--- config.mk ---
export PLATFORM = sky130hd
export DESIGN_NAME = uart_rx_deframer
export DESIGN_NICKNAME = d
export VERILOG_FILES = /design/src/rtl/uart_rx_deframer.sv
export SDC_FILE = /design/constraint.sdc
export NUM_CORES = 1
export LEC_CHECK = 0
export CORE_MARGIN = 1.5
export CORE_UTILIZATION = 35
export DETAILED_ROUTE_END_ITERATION = 6
export SLEW_MARGIN = 0
export SYNTH_ARGS = -nofsm -noshare
export SYNTH_HDL_FRONTEND = slang
export SYNTH_SLANG_ARGS = --single-unit
--- constraint.sdc ---
create_clock -name clk -period 4.3 [get_ports clk]
set_input_delay 0.86 -clock clk [delete_from_list [all_inputs] [get_ports clk]]
set_output_delay 0.86 -clock clk [all_outputs]
set_load 0.02 [all_outputs]
--- src/rtl/uart_rx_deframer.sv ---
// 8N1 UART receiver: synchronises rxd, decodes frames and hands bytes over a valid/ready port.
// Define UART_RX_PARITY_EN for 8E1 framing with an added parity_err output.
module uart_rx_deframer #(
    parameter int BIT_CYCLES  = 868,
    parameter int SYNC_STAGES = 2
) (
    input  logic       clk,
    input  logic       reset,
    input  logic       rxd,
    output logic       rx_valid,
    output logic [7:0] rx_data,
    input  logic       rx_ready,
    output logic       frame_err,
    output logic       overrun,
`ifdef UART_RX_PARITY_EN
    output logic       parity_err,
`endif
    output logic       busy
);

    localparam int CW = $clog2(BIT_CYCLES);
    localparam logic [CW-1:0] HALF_M1 = CW'(BIT_CYCLES / 2 - 1);
    localparam logic [CW-1:0] FULL_M1 = CW'(BIT_CYCLES - 1);

    localparam logic [2:0] IDLE   = 3'd0;
    localparam logic [2:0] START  = 3'd1;
    localparam logic [2:0] DATA   = 3'd2;
    localparam logic [2:0] PARITY = 3'd3;
    localparam logic [2:0] STOP   = 3'd4;
    localparam logic [2:0] BREAK  = 3'd5;

    logic [SYNC_STAGES-1:0] sync_q, sync_d;
    logic [2:0]             state_q, state_d;
    logic [CW-1:0]          cnt_q, cnt_d;
    logic [2:0]             bit_q, bit_d;
    logic [7:0]             shift_q, shift_d;
    logic                   valid_q, valid_d;
    logic [7:0]             data_q, data_d;
    logic                   frame_err_q, frame_err_d;
    logic                   overrun_q, overrun_d;
    logic                   rxd_s;
    logic                   deliver;
`ifdef UART_RX_PARITY_EN
    logic                   par_q, par_d;
    logic                   parity_err_q, parity_err_d;
`endif

    assign rxd_s = sync_q[SYNC_STAGES-1];

    always_comb begin
        sync_d       = {sync_q[SYNC_STAGES-2:0], rxd};
        state_d      = state_q;
        cnt_d        = cnt_q;
        bit_d        = bit_q;
        shift_d      = shift_q;
        valid_d      = valid_q & ~rx_ready;
        data_d       = data_q;
        frame_err_d  = 1'b0;
        overrun_d    = 1'b0;
        deliver      = 1'b0;
`ifdef UART_RX_PARITY_EN
        par_d        = par_q;
        parity_err_d = 1'b0;
`endif
        case (state_q)
            IDLE: begin
                cnt_d = '0;
                if (!rxd_s) state_d = START;
            end
            START: begin
                if (cnt_q == HALF_M1) begin
                    cnt_d   = '0;
                    bit_d   = '0;
                    state_d = rxd_s ? IDLE : DATA;
                end else begin
                    cnt_d = cnt_q + CW'(1);
                end
            end
            DATA: begin
                if (cnt_q == FULL_M1) begin
                    cnt_d   = '0;
                    shift_d = {rxd_s, shift_q[7:1]};
                    bit_d   = bit_q + 3'd1;
                    if (bit_q == 3'd7) begin
`ifdef UART_RX_PARITY_EN
                        state_d = PARITY;
`else
                        state_d = STOP;
`endif
                    end
                end else begin
                    cnt_d = cnt_q + CW'(1);
                end
            end
`ifdef UART_RX_PARITY_EN
            PARITY: begin
                if (cnt_q == FULL_M1) begin
                    cnt_d   = '0;
                    par_d   = rxd_s;
                    state_d = STOP;
                end else begin
                    cnt_d = cnt_q + CW'(1);
                end
            end
`endif
            STOP: begin
                if (cnt_q == FULL_M1) begin
                    cnt_d   = '0;
                    state_d = IDLE;
                    if (!rxd_s) begin
                        frame_err_d = 1'b1;
                        state_d     = BREAK;
                    end else begin
                        deliver = 1'b1;
`ifdef UART_RX_PARITY_EN
                        if (^{shift_q, par_q}) begin
                            parity_err_d = 1'b1;
                            deliver      = 1'b0;
                        end
`endif
                    end
                end else begin
                    cnt_d = cnt_q + CW'(1);
                end
            end
            BREAK: begin
                if (rxd_s) state_d = IDLE;
            end
            default: state_d = IDLE;
        endcase
        // A same-cycle consume frees the holding register for the incoming byte.
        if (deliver) begin
            if (!valid_q || rx_ready) begin
                valid_d = 1'b1;
                data_d  = shift_q;
            end else begin
                overrun_d = 1'b1;
            end
        end
    end

    always_ff @(posedge clk) begin
        if (reset) begin
            sync_q       <= '1;
            state_q      <= IDLE;
            cnt_q        <= '0;
            bit_q        <= '0;
            shift_q      <= '0;
            valid_q      <= 1'b0;
            data_q       <= '0;
            frame_err_q  <= 1'b0;
            overrun_q    <= 1'b0;
`ifdef UART_RX_PARITY_EN
            par_q        <= 1'b0;
            parity_err_q <= 1'b0;
`endif
        end else begin
            sync_q       <= sync_d;
            state_q      <= state_d;
            cnt_q        <= cnt_d;
            bit_q        <= bit_d;
            shift_q      <= shift_d;
            valid_q      <= valid_d;
            data_q       <= data_d;
            frame_err_q  <= frame_err_d;
            overrun_q    <= overrun_d;
`ifdef UART_RX_PARITY_EN
            par_q        <= par_d;
            parity_err_q <= parity_err_d;
`endif
        end
    end

    assign rx_valid  = valid_q;
    assign rx_data   = data_q;
    assign frame_err = frame_err_q;
    assign overrun   = overrun_q;
    assign busy      = (state_q != IDLE);
`ifdef UART_RX_PARITY_EN
    assign parity_err = parity_err_q;
`endif

endmodule

# Yosys cells after proc, flatten, opt, wreduce, memory -nomap -nowiden
# Index checks and enable logic that the tools add are counted.
# word_totals
elab_cells,64
out_inout_bits,12
reg_bits,37
input_bits,4
# classes
add_sub_neg,2
mux,22
n_eq_ne,13
bitwise_logic,5
reduce_logical,13
# op_table
cell,n
$pmux W10 S3,1
$mux W3,9
$mux W10,2
$pmux W3 S5,1
$ne A2 B2 Y1 const B,6
$add A10 B1 Y10 const B,1
$eq A10 B10 Y1 const B,1
$eq A10 B9 Y1 const B,1
$eq A3 B3 Y1 const B,3
$mux W1,7
$pmux W3 S2,1
$reduce_and A6 Y1,1
$reduce_bool A3 Y1,2
$not A1 Y1,4
$reduce_and A2 Y1,2
$reduce_or A2 Y1,2
$add A3 B1 Y3 const B,1
$eq A3 B1 Y1 const B,1
$eq A3 B2 Y1 const B,1
$logic_not A3 Y1,1
$reduce_and A3 Y1,1
$reduce_or A3 Y1,1
$mux W2,1
$reduce_bool A2 Y1,1
other kinds (3),3

# Depth between registers and ports, before layout
# depth
word_depth,5
mapped_depth,8
mapped_depth_nobuf,7

# Worst setup path after synthesis
# Ideal clock, no wire load.
# synth_timing
kind,register to register
from,reg cnt_q[0]
to,reg cnt_q[3]
setup_ps,74
path_stages_with_launch,7
n_path_buf,0
slack_ps,2559
synth_period_minus_slack_ps,1741
arrival_time_ps,1666
t_required_ps,4226
cell_sequence,dfxtp_1 > ha_1 > and3b_1 > and3_1 > o22a_4 > or3_1 > a31oi_1
# synth_via
elab_chain_len,3
elab_cells_between_ends,6
cone_classes,1 x add/sub; 2 x eq/ne; 3 x mux
# synth_rtl
item,line_no,source
start: declaration,34,"logic [CW-1:0] cnt_q, cnt_d;"
start signal: assignment,160,cnt_q <= cnt_d;
"$add A10 B1 Y10, or another cell as far along","76, 92, 123",
"$mux W10, on equally long branches","80, 107, 71",
$pmux W10 S3 *,65,case (state_q)
# Mark *: on every way between the ends. The rest lies on a longest branch, timed or not.
# A chain may end at the register's enable or synchronous reset.

# Worst setup path after layout
# layout_timing
from,reg state_q[0]
to,out busy
# layout_via
elab_chain_len,1
# layout_rtl
item,line_no,source
start: declaration,33,"logic [2:0] state_q, state_d;"
start signal: assignment,159,state_q <= state_d;
$reduce_bool A3 Y1,178,assign busy = (state_q != IDLE);
end: declaration,18,output logic busy
# Every way passes these cells.

==> impl_metrics.tcl <==
set metrics [dict create \
    netSwitchingFraction_pct 19.9 \
    antenna_cells 0 \
    seqPwrFrac_pct 51.2 \
    nets 214 \
    multi_input_area_um2 953 \
    synthFlopType "dfxtp_1" \
    clockBufferDepth 2 \
    hold_viol 0 \
    vias 1359 \
    die_w_um 73.6 \
    syn-num-nets 200 \
    finalMaxSlewViolations 0 \
    outcome "finished, final reports clean" \
    antenna_found_initial 0 \
    cts_hold_buf 0 \
    grt_pass1_wl_um 5630 \
    vdd_drop_max_mv 0.240 \
    synth-edff-count 0 \
    drive_above_1_share_pct 9.66 \
    crit_family "buffers and inverters" \
    cts_tree "yes" \
    ys_warn_count 0 \
    fin_crit_ns 2.50 \
    cp.required_ns 3.44 \
    avgViaCountPerCell 4.96 \
    post_cts_buffers 0 \
    relSlewSlack_pct 26.7 \
    synthToLayoutAreaGrowth_pct 17.9 \
    slowest_stage "clkdlybuf4s50_1" \
    finalSetupTns_ns 0 \
    max_freq_mhz 400 \
    worstSetupEndpointType "output port" \
    leakage_nw 0.821 \
    synth-seq-cells 37 \
    worst_skew_pair.late_latency_ns 0.28 \
    worstRegToRegCells 6 \
    timing_worst_setup_path_type "reg -> out" \
    clock_sinks 37 \
    critPathBufInv 1 \
    place_hpwl_um 2280 \
    mostFrequentLayoutCell "dfxtp_1" \
    dr.pass1.iters 4 \
    crit_chain "nor2_1 -> nand2_1 -> clkdlybuf4s50_1" \
    start_util_pct 36.7 \
    worst-path-max-fanout 13 \
    drcViolationCount 0 \
    syn_area_per_cell_um2 9.10 \
    synth_largest_area_cell "dfxtp_1" \
    clkPwrFrac_pct 44.9 \
    die_area_mm2 0.00542 \
    period_share_pct 58.1 \
    worst_pin_slew_ns 1.10 \
    cts-resized-gates 0 \
    synth_seq_area_share_pct 42.4 \
    cts.clk_slew.worst_paths_ns 0.07 \
    ys_top_cells_by_area "dfxtp_1 42%, mux2i_1 10%, nor2_1 5.8%" \
    num_rows 25 \
    layout_common_cells "37 x dfxtp_1, 27 x nor2_1, 18 x mux2i_1" \
    switching_power_uw 135 \
    maxCapViolations 0 \
    htree_levels 2 \
    wl_um 3290 \
    antenna_left 0 \
    grt_max_degree 32 \
    skew_ns 0.00343 \
    gp_congestion 0.746 \
    overflow 0 \
    powerDensity_mw_per_mm2 330 \
    seqCellArea_um2 741 \
    p_comb_share_pct 3.9 \
    fp.coreArea_mm2 0.00475 \
    max_stage_delay_ns 0.59 \
    cp_num_cells 3 \
    grt_pass1_vias 1222 \
    hold_depth 1 \
    synthArstFlopShare_pct 0 \
    startpoint_type "flop" \
    avgRoutedWirePerCell_um 12.0 \
    worstPathArrival_ns 1.64 \
    io_pins 16 \
    grt_usage_pct 13.7 \
    rsz0062_at_grt "no" \
    syn_inst 192 \
    root_buffer "clkbuf_8" \
    setup_viol 0 \
    syn_area_mm2 0.00175 \
    fill_cells 498 \
    portBuffers 15 \
    cts_buffers 5 \
    post-route-util_pct 43.3 \
    hold_class "reg -> reg" \
    ys_types 44 \
    drt_iter0_markers 99 \
    netlist.area_leader.share_pct 42.4 \
    intPower_uw 544 \
    fp.dieH_um 73.6 \
]
worst paths after layout:
path	start	slack [ns]	endpoint
worst max-delay path	state_q[0]$_SDFFE_PP0P_	1.80	busy
worst min-delay path	sync_q[0]$_SDFF_PP1_	0.41	sync_q[1]$_SDFF_PP1_
worst max register to register	cnt_q[0]$_SDFFE_PP0P_	2.06	bit_q[2]$_SDFFE_PP0P_
worst min register to register	sync_q[0]$_SDFF_PP1_	0.41	sync_q[1]$_SDFF_PP1_
power by group through the flow:
stage | clock, mW | sequential, mW | combinational (mW)
2_1_floorplan | 0 | 0.354 | 0.0199
6_report | 0.305 | 0.348 | 0.0263
3_5_place_dp | 0 | 0.356 | 0.0264
4_1_cts | 0.317 | 0.348 | 0.0266
5_1_grt | 0.332 | 0.348 | 0.0299
3_3_place_gp | 0 | 0.356 | 0.0268
metal layers:
layer | GRT usage, % | share of wire, % | vias to the layer above
met4 | 4.53 | 1.5 | 0
met2 | 19.3 | 43 | 22
met5 | 0 | 0 | -
met1 | 19.2 | 52 | 619
met3 | 5.35 | 3.4 | 6
li1 | - | - | 712
flip-flops by register name, summed over array words and instances, names as in the netlist:
signal,count
rx_valid,1
rx_data,8
bit_q,3
state_q,3
shift_q,8
frame_err,1
sync_q,2
cnt_q,10
overrun,1
final cells by class:
| type | count | area share [%] |
|---|---|---|
| well taps | 67 | 4.07 |
| repair buffers | 16 | 7.65 |
| clock inverters | 1 | 1.46 |
| flip-flops and latches | 37 | 36.0 |
| clock buffers | 7 | 4.19 |
| inverters | 2 | 0.365 |
| multi-input cells | 144 | 46.3 |
synth_stat cells (2+ instances only):
| cell type | count |
|---|---|
| a21oi_1 | 8 |
| a22oi_1 | 3 |
| a31oi_1 | 7 |
| and2_1 | 2 |
| and3_1 | 3 |
| buf_2 | 3 |
| clkbuf_1 | 4 |
| dfxtp_1 | 37 |
| ha_1 | 4 |
| inv_1 | 2 |
| mux2i_1 | 18 |
| nand2_1 | 16 |
| nand2b_1 | 2 |
| nand3_1 | 12 |
| nand3b_1 | 4 |
| nand4b_1 | 2 |
| nor2_1 | 27 |
| nor3_1 | 2 |
| nor3b_1 | 2 |
| o21ai_1 | 2 |
| or2_2 | 3 |
| or3_1 | 7 |
kinds of logic (layout without fill, tap and decap cells):
kind of cell / count (synthesis) / in the layout / share of synthesized area [%]
DFF: 37 / 37 / 42.4
muxes: 18 / 18 / 10.3
and+or+nand+nor: 93 / 93 / 29.2
buffers and inverters: 11 / 26 / 3.01
AOI/OAI and AO/OA: 28 / 28 / 11.7
adders and majority gates: 4 / 4 / 2.87
xor gates and xnor gates: 1 / 1 / 0.502
metrics by stage:
step	instances	hold slack (ns)	area, µm²	power, mW	setup WS, ns
5_1_grt	274	0.427	2060	0.710	1.67
3_5_place_dp	266	0.394	1940	0.382	1.74
6_report	274	0.410	2060	0.679	1.80
3_3_place_gp	266	0.403	1940	0.383	1.71
2_1_floorplan	192	0.389	1750	0.374	2.56
4_1_cts	274	0.411	2060	0.692	1.79
worst reg2reg max path: stages, from the launching register on:
cell,delay [ns]
dfxtp_1,0.41
ha_1,0.31
and3b_1,0.21
nand4_1,0.48
a21boi_2,0.41
nand3b_1,0.18
a21oi_1,0.15
No activity file was read; power rests on OpenSTA's default activity.
